==> config.mk <==
export PLATFORM = sky130hd
export DESIGN_NAME = tensor3d_writer
export DESIGN_NICKNAME = d
export VERILOG_FILES = /design/src/rtl/tensor3d_pkg.sv /design/src/rtl/tensor3d_cursor.sv /design/src/rtl/tensor3d_writer.sv
export SDC_FILE = /design/constraint.sdc
export NUM_CORES = 1
export LEC_CHECK = 0
export BUFFER_PORTS_ARGS = -buffer_cell sky130_fd_sc_hd__buf_2
export CORE_AREA = 2 2 208 210
export DETAILED_ROUTE_END_ITERATION = 16
export DIE_AREA = 0 0 210 212
export PLACE_DENSITY = 0.73
export SYNTH_ARGS = -nofsm -noshare
export SYNTH_HDL_FRONTEND = slang
export SYNTH_SLANG_ARGS = --single-unit
==> constraint.sdc <==
create_clock -name clk -period 4.41 [get_ports clk]
set_input_delay 0.882 -clock clk [delete_from_list [all_inputs] [get_ports clk]]
set_output_delay 0.882 -clock clk [all_outputs]
set_load 0.05 [all_outputs]
==> src/rtl/tensor3d_pkg.sv <==
// Shared definitions for the 3D tensor blocks: fill-FSM state encoding,
// coordinate-width helper and the on-chip pattern value.
package tensor3d_pkg;

  typedef enum logic [1:0] {
    ST_IDLE    = 2'd0,
    ST_PATTERN = 2'd1,
    ST_STREAM  = 2'd2,
    ST_DONE    = 2'd3
  } state_t;

  // Width of a coordinate able to address n positions (at least one bit).
  function automatic int unsigned coord_w(input int unsigned n);
    return (n <= 2) ? 1 : $clog2(n);
  endfunction

  // Linear raster index of (z,y,x); callers truncate to the element width.
  function automatic int unsigned pattern_value(input int unsigned z,
                                                input int unsigned y,
                                                input int unsigned x,
                                                input int unsigned dy,
                                                input int unsigned dx);
    return z * dy * dx + y * dx + x;
  endfunction

endpackage

==> src/rtl/tensor3d_cursor.sv <==
// Nested z/y/x wrap counter: x fastest, wraps to origin after the last element.
module tensor3d_cursor
  import tensor3d_pkg::*;
#(
  parameter int unsigned DZ = 4,
  parameter int unsigned DY = 4,
  parameter int unsigned DX = 4,
  localparam int unsigned ZW = coord_w(DZ),
  localparam int unsigned YW = coord_w(DY),
  localparam int unsigned XW = coord_w(DX)
) (
  input  logic          clk,
  input  logic          rst_n,
  input  logic          clr,
  input  logic          inc,
  output logic [ZW-1:0] z,
  output logic [YW-1:0] y,
  output logic [XW-1:0] x,
  output logic          last
);

  logic x_end, y_end, z_end;

  assign x_end = (x == XW'(DX - 1));
  assign y_end = (y == YW'(DY - 1));
  assign z_end = (z == ZW'(DZ - 1));
  assign last  = x_end && y_end && z_end;

  // Advance the cursor; clear or a step past the final element returns to origin.
  always_ff @(posedge clk or negedge rst_n) begin
    if (!rst_n) begin
      z <= '0;
      y <= '0;
      x <= '0;
    end else if (clr || (inc && last)) begin
      z <= '0;
      y <= '0;
      x <= '0;
    end else if (inc) begin
      if (x_end) begin
        x <= '0;
        if (y_end) begin
          y <= '0;
          z <= z + ZW'(1);
        end else begin
          y <= y + YW'(1);
        end
      end else begin
        x <= x + XW'(1);
      end
    end
  end

endmodule

==> src/rtl/tensor3d_writer.sv <==
// Fills a DZ x DY x DX cube from a valid/ready byte stream or with an on-chip
// coordinate pattern; exposes a combinational random-access read port.
module tensor3d_writer
  import tensor3d_pkg::*;
#(
  parameter int unsigned DW = 8,
  parameter int unsigned DZ = 4,
  parameter int unsigned DY = 4,
  parameter int unsigned DX = 4,
  localparam int unsigned ZW = coord_w(DZ),
  localparam int unsigned YW = coord_w(DY),
  localparam int unsigned XW = coord_w(DX)
) (
  input  logic          clk,
  input  logic          rst_n,
  input  logic          start_stream,
  input  logic          start_pattern,
  input  logic          abort,
  input  logic          in_valid,
  input  logic [DW-1:0] in_data,
  output logic          in_ready,
  output logic          busy,
  output logic          done,
  output logic [ZW-1:0] cur_z,
  output logic [YW-1:0] cur_y,
  output logic [XW-1:0] cur_x,
  input  logic [ZW-1:0] rd_z,
  input  logic [YW-1:0] rd_y,
  input  logic [XW-1:0] rd_x,
  output logic [DW-1:0] rd_data
);

  state_t          state, state_nx;
  logic            clr, inc, we, last;
  logic [DW-1:0]   wdata;
  logic [DW-1:0]   cube [DZ][DY][DX];

  tensor3d_cursor #(
    .DZ (DZ),
    .DY (DY),
    .DX (DX)
  ) u_cursor (
    .clk   (clk),
    .rst_n (rst_n),
    .clr   (clr),
    .inc   (inc),
    .z     (cur_z),
    .y     (cur_y),
    .x     (cur_x),
    .last  (last)
  );

  assign in_ready = (state == ST_STREAM);
  assign busy     = (state != ST_IDLE);
  assign done     = (state == ST_DONE);

  // Next-state, write strobe and cursor control; abort takes priority over any write.
  always_comb begin
    state_nx = state;
    clr      = 1'b0;
    inc      = 1'b0;
    we       = 1'b0;
    wdata    = in_data;
    case (state)
      ST_IDLE: begin
        if (start_pattern) begin
          state_nx = ST_PATTERN;
          clr      = 1'b1;
        end else if (start_stream) begin
          state_nx = ST_STREAM;
          clr      = 1'b1;
        end
      end
      ST_PATTERN: begin
        if (abort) begin
          state_nx = ST_IDLE;
          clr      = 1'b1;
        end else begin
          we    = 1'b1;
          inc   = 1'b1;
          wdata = DW'(pattern_value(32'(cur_z), 32'(cur_y), 32'(cur_x), DY, DX));
          if (last) state_nx = ST_DONE;
        end
      end
      ST_STREAM: begin
        if (abort) begin
          state_nx = ST_IDLE;
          clr      = 1'b1;
        end else if (in_valid) begin
          we  = 1'b1;
          inc = 1'b1;
          if (last) state_nx = ST_DONE;
        end
      end
      ST_DONE: state_nx = ST_IDLE;
      default: state_nx = ST_IDLE;
    endcase
  end

  // Fill-state register.
  always_ff @(posedge clk or negedge rst_n) begin
    if (!rst_n) state <= ST_IDLE;
    else        state <= state_nx;
  end

  // Single write port; contents deliberately survive reset.
  always_ff @(posedge clk) begin
    if (we) cube[cur_z][cur_y][cur_x] <= wdata;
  end

  // Combinational read; coordinates beyond the extent return zero.
  always_comb begin
    rd_data = '0;
    if (({1'b0, rd_z} < (ZW + 1)'(DZ)) &&
        ({1'b0, rd_y} < (YW + 1)'(DY)) &&
        ({1'b0, rd_x} < (XW + 1)'(DX)))
      rd_data = cube[rd_z][rd_y][rd_x];
  end

endmodule

==> results.py <==
metrics = {
    "layout": {
        "drive_gt1_frac": 0.2518,
        "fill_cells": 3078,
        "fin_util": 0.5497,
        "area_delta_synth_final_pct": 12.06,
        "nNetsFinal": 1087,
    },
    "placement": {
        "port-buffer-count": 36,
        "detailed_place_hpwl_um": 27750,
        "globalplace.congestion": 0.8336,
    },
    "power_and_ir_drop": {
        "p_per_area_mw_per_mm2": 463.5,
        "leakage_nw": 7.510,
        "ir_worst_vdd_mv": 0.3493,
        "power_mw": 10.83,
    },
    "grt": {
        "use_met3": 0.03634,
        "grt_max_degree": 65,
        "antenna_found_initial": 1,
        "grtUsageMet2": 0.3162,
        "grt_busiest_layer": "met2",
        "first_global_vias": 10150,
        "grt_pass1_wl_um": 66630,
        "use_met1": 0.3013,
        "overflow": 0,
        "grt_usage": 0.2052,
    },
    "timing": {
        "max_slew_margin": 0.1807,
        "grt_setup_unrepaired": "false",
        "fmaxAchievable_ghz": 0.2492,
        "fin_crit_ns": 4.013,
        "hold_viol_final": 0,
        "skew_ns": 0.01575,
        "slew_violations": 0,
        "setup_violations": 0,
        "fin_setup_tns_ns": 0,
        "tightest_slew_ns": 1.224,
        "timing.hold.ws_ns": 0.1574,
        "finalCritPeriodShare": 0.9099,
    },
    "cts": {
        "postCtsSetupBuffers": 0,
        "clk_latency_ns": 0.56,
        "clkTransAtPathRegs_ns": 0.06,
        "clockBufferDepth": 3,
        "root_buffer": "clkbuf_16",
        "numCtsBuffers": 49,
        "cts_hold_buf": 0,
        "clock-sinks": 520,
        "ctsResizeCount": 0,
        "cts.htree.levels": 2,
        "cts_tree": "yes",
    },
    "synthesis": {
        "avgSynthCellArea_sq_um": 21.10,
        "synthCells": 988,
        "synth-main-ff-cell": "edfxtp_1",
        "syn-num-nets": 1025,
        "syn-cell-area_sq_mm": 0.02085,
        "ys_ff_latch": 520,
        "synth_largest_area_cell": "edfxtp_1",
        "ys_top_cells_by_area": "edfxtp_1, mux4_2, mux4_1, and4_1, o22ai_1",
        "async_reset_ff_frac": 0.01538,
        "ys_seq_area_frac": 0.7470,
        "synth_warnings": 0,
        "synth_edf_count": 512,
        "synth_cell_type_count": 42,
        "synth_top_area_frac": 0.7374,
    },
    "routing": {
        "drt_wl_total_um": 44680,
        "ant_nets": 0,
        "vias_per_cell": 6.230,
        "drt_iter0_markers": 1201,
        "post-route-drc-count": 0,
        "vias": 10190,
        "wl_per_cell_um": 27.33,
        "dr.pass1.iters": 6,
    },
    "setup_path": {
        "required_ns": 3.53,
        "r2r_cells": 5,
        "worst-path-buf-inv": 4,
        "critPathCaptureType": "output port",
        "worstPathCellList": "buf_6 > buf_12 > mux4_2 > o21ai_0 > o22ai_1 > buf_4 > a32o_1 > buf_2",
        "reg2reg_slack_ns": 1.50,
        "slowest_stage": "mux4_2",
        "critical_path_peak_fanout": 33,
        "crit_type": "in2out",
        "r2r-start": "state[1]$_DFFE_PN0P_",
        "cp-start-kind": "primary input",
        "critPathMaxStageDelay_ns": 0.56,
        "crit_family": "buffers and inverters",
        "r2r_end": "cube[3][72]$_DFFE_PP_",
        "critical_path_arrival_ns": 3.13,
    },
    "die": {
        "die_y_um": 212,
        "io_pins": 37,
        "start_util": 0.4906,
        "rows": 76,
        "die_area_sq_mm": 0.04452,
        "fp.dieW_um": 210,
        "core_area_sq_mm": 0.04251,
    },
    "outcome": {
        "status": "complete, no violations",
    },
    "worst_hold_path": {
        "hp-class": "in2async",
    },
    "run": {
        "cap_viol_max_count": 0,
    },
}
==> layer usage <==
layer  vias to the layer above  wire length [um]  share of wire
met5                         -                 0              0
met4                         0              1203          0.027
met3                        60              3725          0.083
met2                       506             20660           0.46
met1                      5288             19090           0.43
li1                       4332                 -              -
==> worst reg2reg max path: cells and delay by family, from the launching register on <==
| kind | cells | cell delay, ns |
|---|---|---|
| adders and majority gates | 1 | 0.21 |
| and+or+nand+nor | 1 | 0.48 |
| buffers and inverters | 2 | 0.55 |
| DFF | 1 | 0.39 |
| AOI/OAI and AO/OA | 1 | 1.06 |
==> where the power goes <==
part | total [mW] | switching, mW | internal, mW
sequential | 5.67 | 0.0204 | 5.65
combinational | 1.10 | 0.785 | 0.312
clock | 4.07 | 1.72 | 2.34
total | 10.8 | 2.53 | 8.30
==> flip-flops by register name (all words and copies together), names as in the netlist <==
register and count:
cube 512, state 2, u_cursor.x 2, u_cursor.y 2
u_cursor.z 2
==> metrics by stage <==
step	area (sq um)	instances	setup WS, ns
after floorplan	20850	988	-0.07817
after global placement	21820	1545	0.4081
after detailed placement	21820	1545	0.4203
after CTS	23360	1634	0.4165
after global routing	23370	1635	0.2730
final	23370	1635	0.3975
==> cell families (layout without fill, tap and decap cells) <==
kind of cell,count (synthesis),in the layout,synth area share
muxes,142,142,0.1523
buffers and inverters,74,174,0.01914
and+or+nand+nor,143,143,0.04386
adders and majority gates,17,17,0.01020
other,0,1,0
AOI/OAI and AO/OA,92,92,0.02754
DFF,520,520,0.7470
==> worst max path at each step <==
stage,start,end,slack [ns],depth (start not counted)
finish,rd_z[0],rd_data[7],0.40,8
global route,rd_z[0],rd_data[4],0.27,7
global placement,rd_z[0],rd_data[6],0.41,6
floorplan,abort,cube[0][0]$_DFFE_PP_,-0.08,3
CTS,rd_x[0],rd_data[5],0.42,7
detailed placement,rd_z[0],rd_data[6],0.42,8
==> cells in the mapped netlist (10+ instances only) <==
cell type / count
buf_2: 18
mux4_1: 17
and3_1: 16
ha_1: 17
clkbuf_1: 33
a21oi_1: 10
nand2_1: 26
edfxtp_1: 512
and4_1: 48
o22ai_1: 38
mux4_2: 118
nor2_1: 15
o21ai_0: 23
==> final cells by class <==
type	instances	area, sq um	share of cell area
Antenna cell	1	2.502	0.0001071
Tap cell	546	683.2	0.02924
Clock buffer	69	1374	0.05880
Multi-Input combinational cell	394	4955	0.2120
Inverter	10	42.54	0.001821
Timing Repair Buffer	75	560.5	0.02399
Sequential cell	520	15570	0.6666
Clock inverter	20	173.9	0.007443
==> layout by cell type, fill, tap and decap left out, types with 4 or more instances in the layout <==
cell	count
buf_12	6
o21ai_0	17
ha_1	17
nand3b_1	4
and4_1	48
and3_1	16
edfxtp_1	512
o22ai_1	38
clkinv_2	6
inv_1	9
nand2_1	26
nand3_1	5
buf_2	34
clkbuf_1	15
nand2b_1	8
mux2i_1	6
a31oi_1	7
or2_0	7
clkinv_1	8
clkbuf_16	51
a21oi_1	10
buf_4	33
nor2_1	14
mux4_1	17
o21ai_4	6
dfrtp_1	8
a32o_1	8
mux4_2	118
Note: power is estimated with default switching activity, not from simulation.
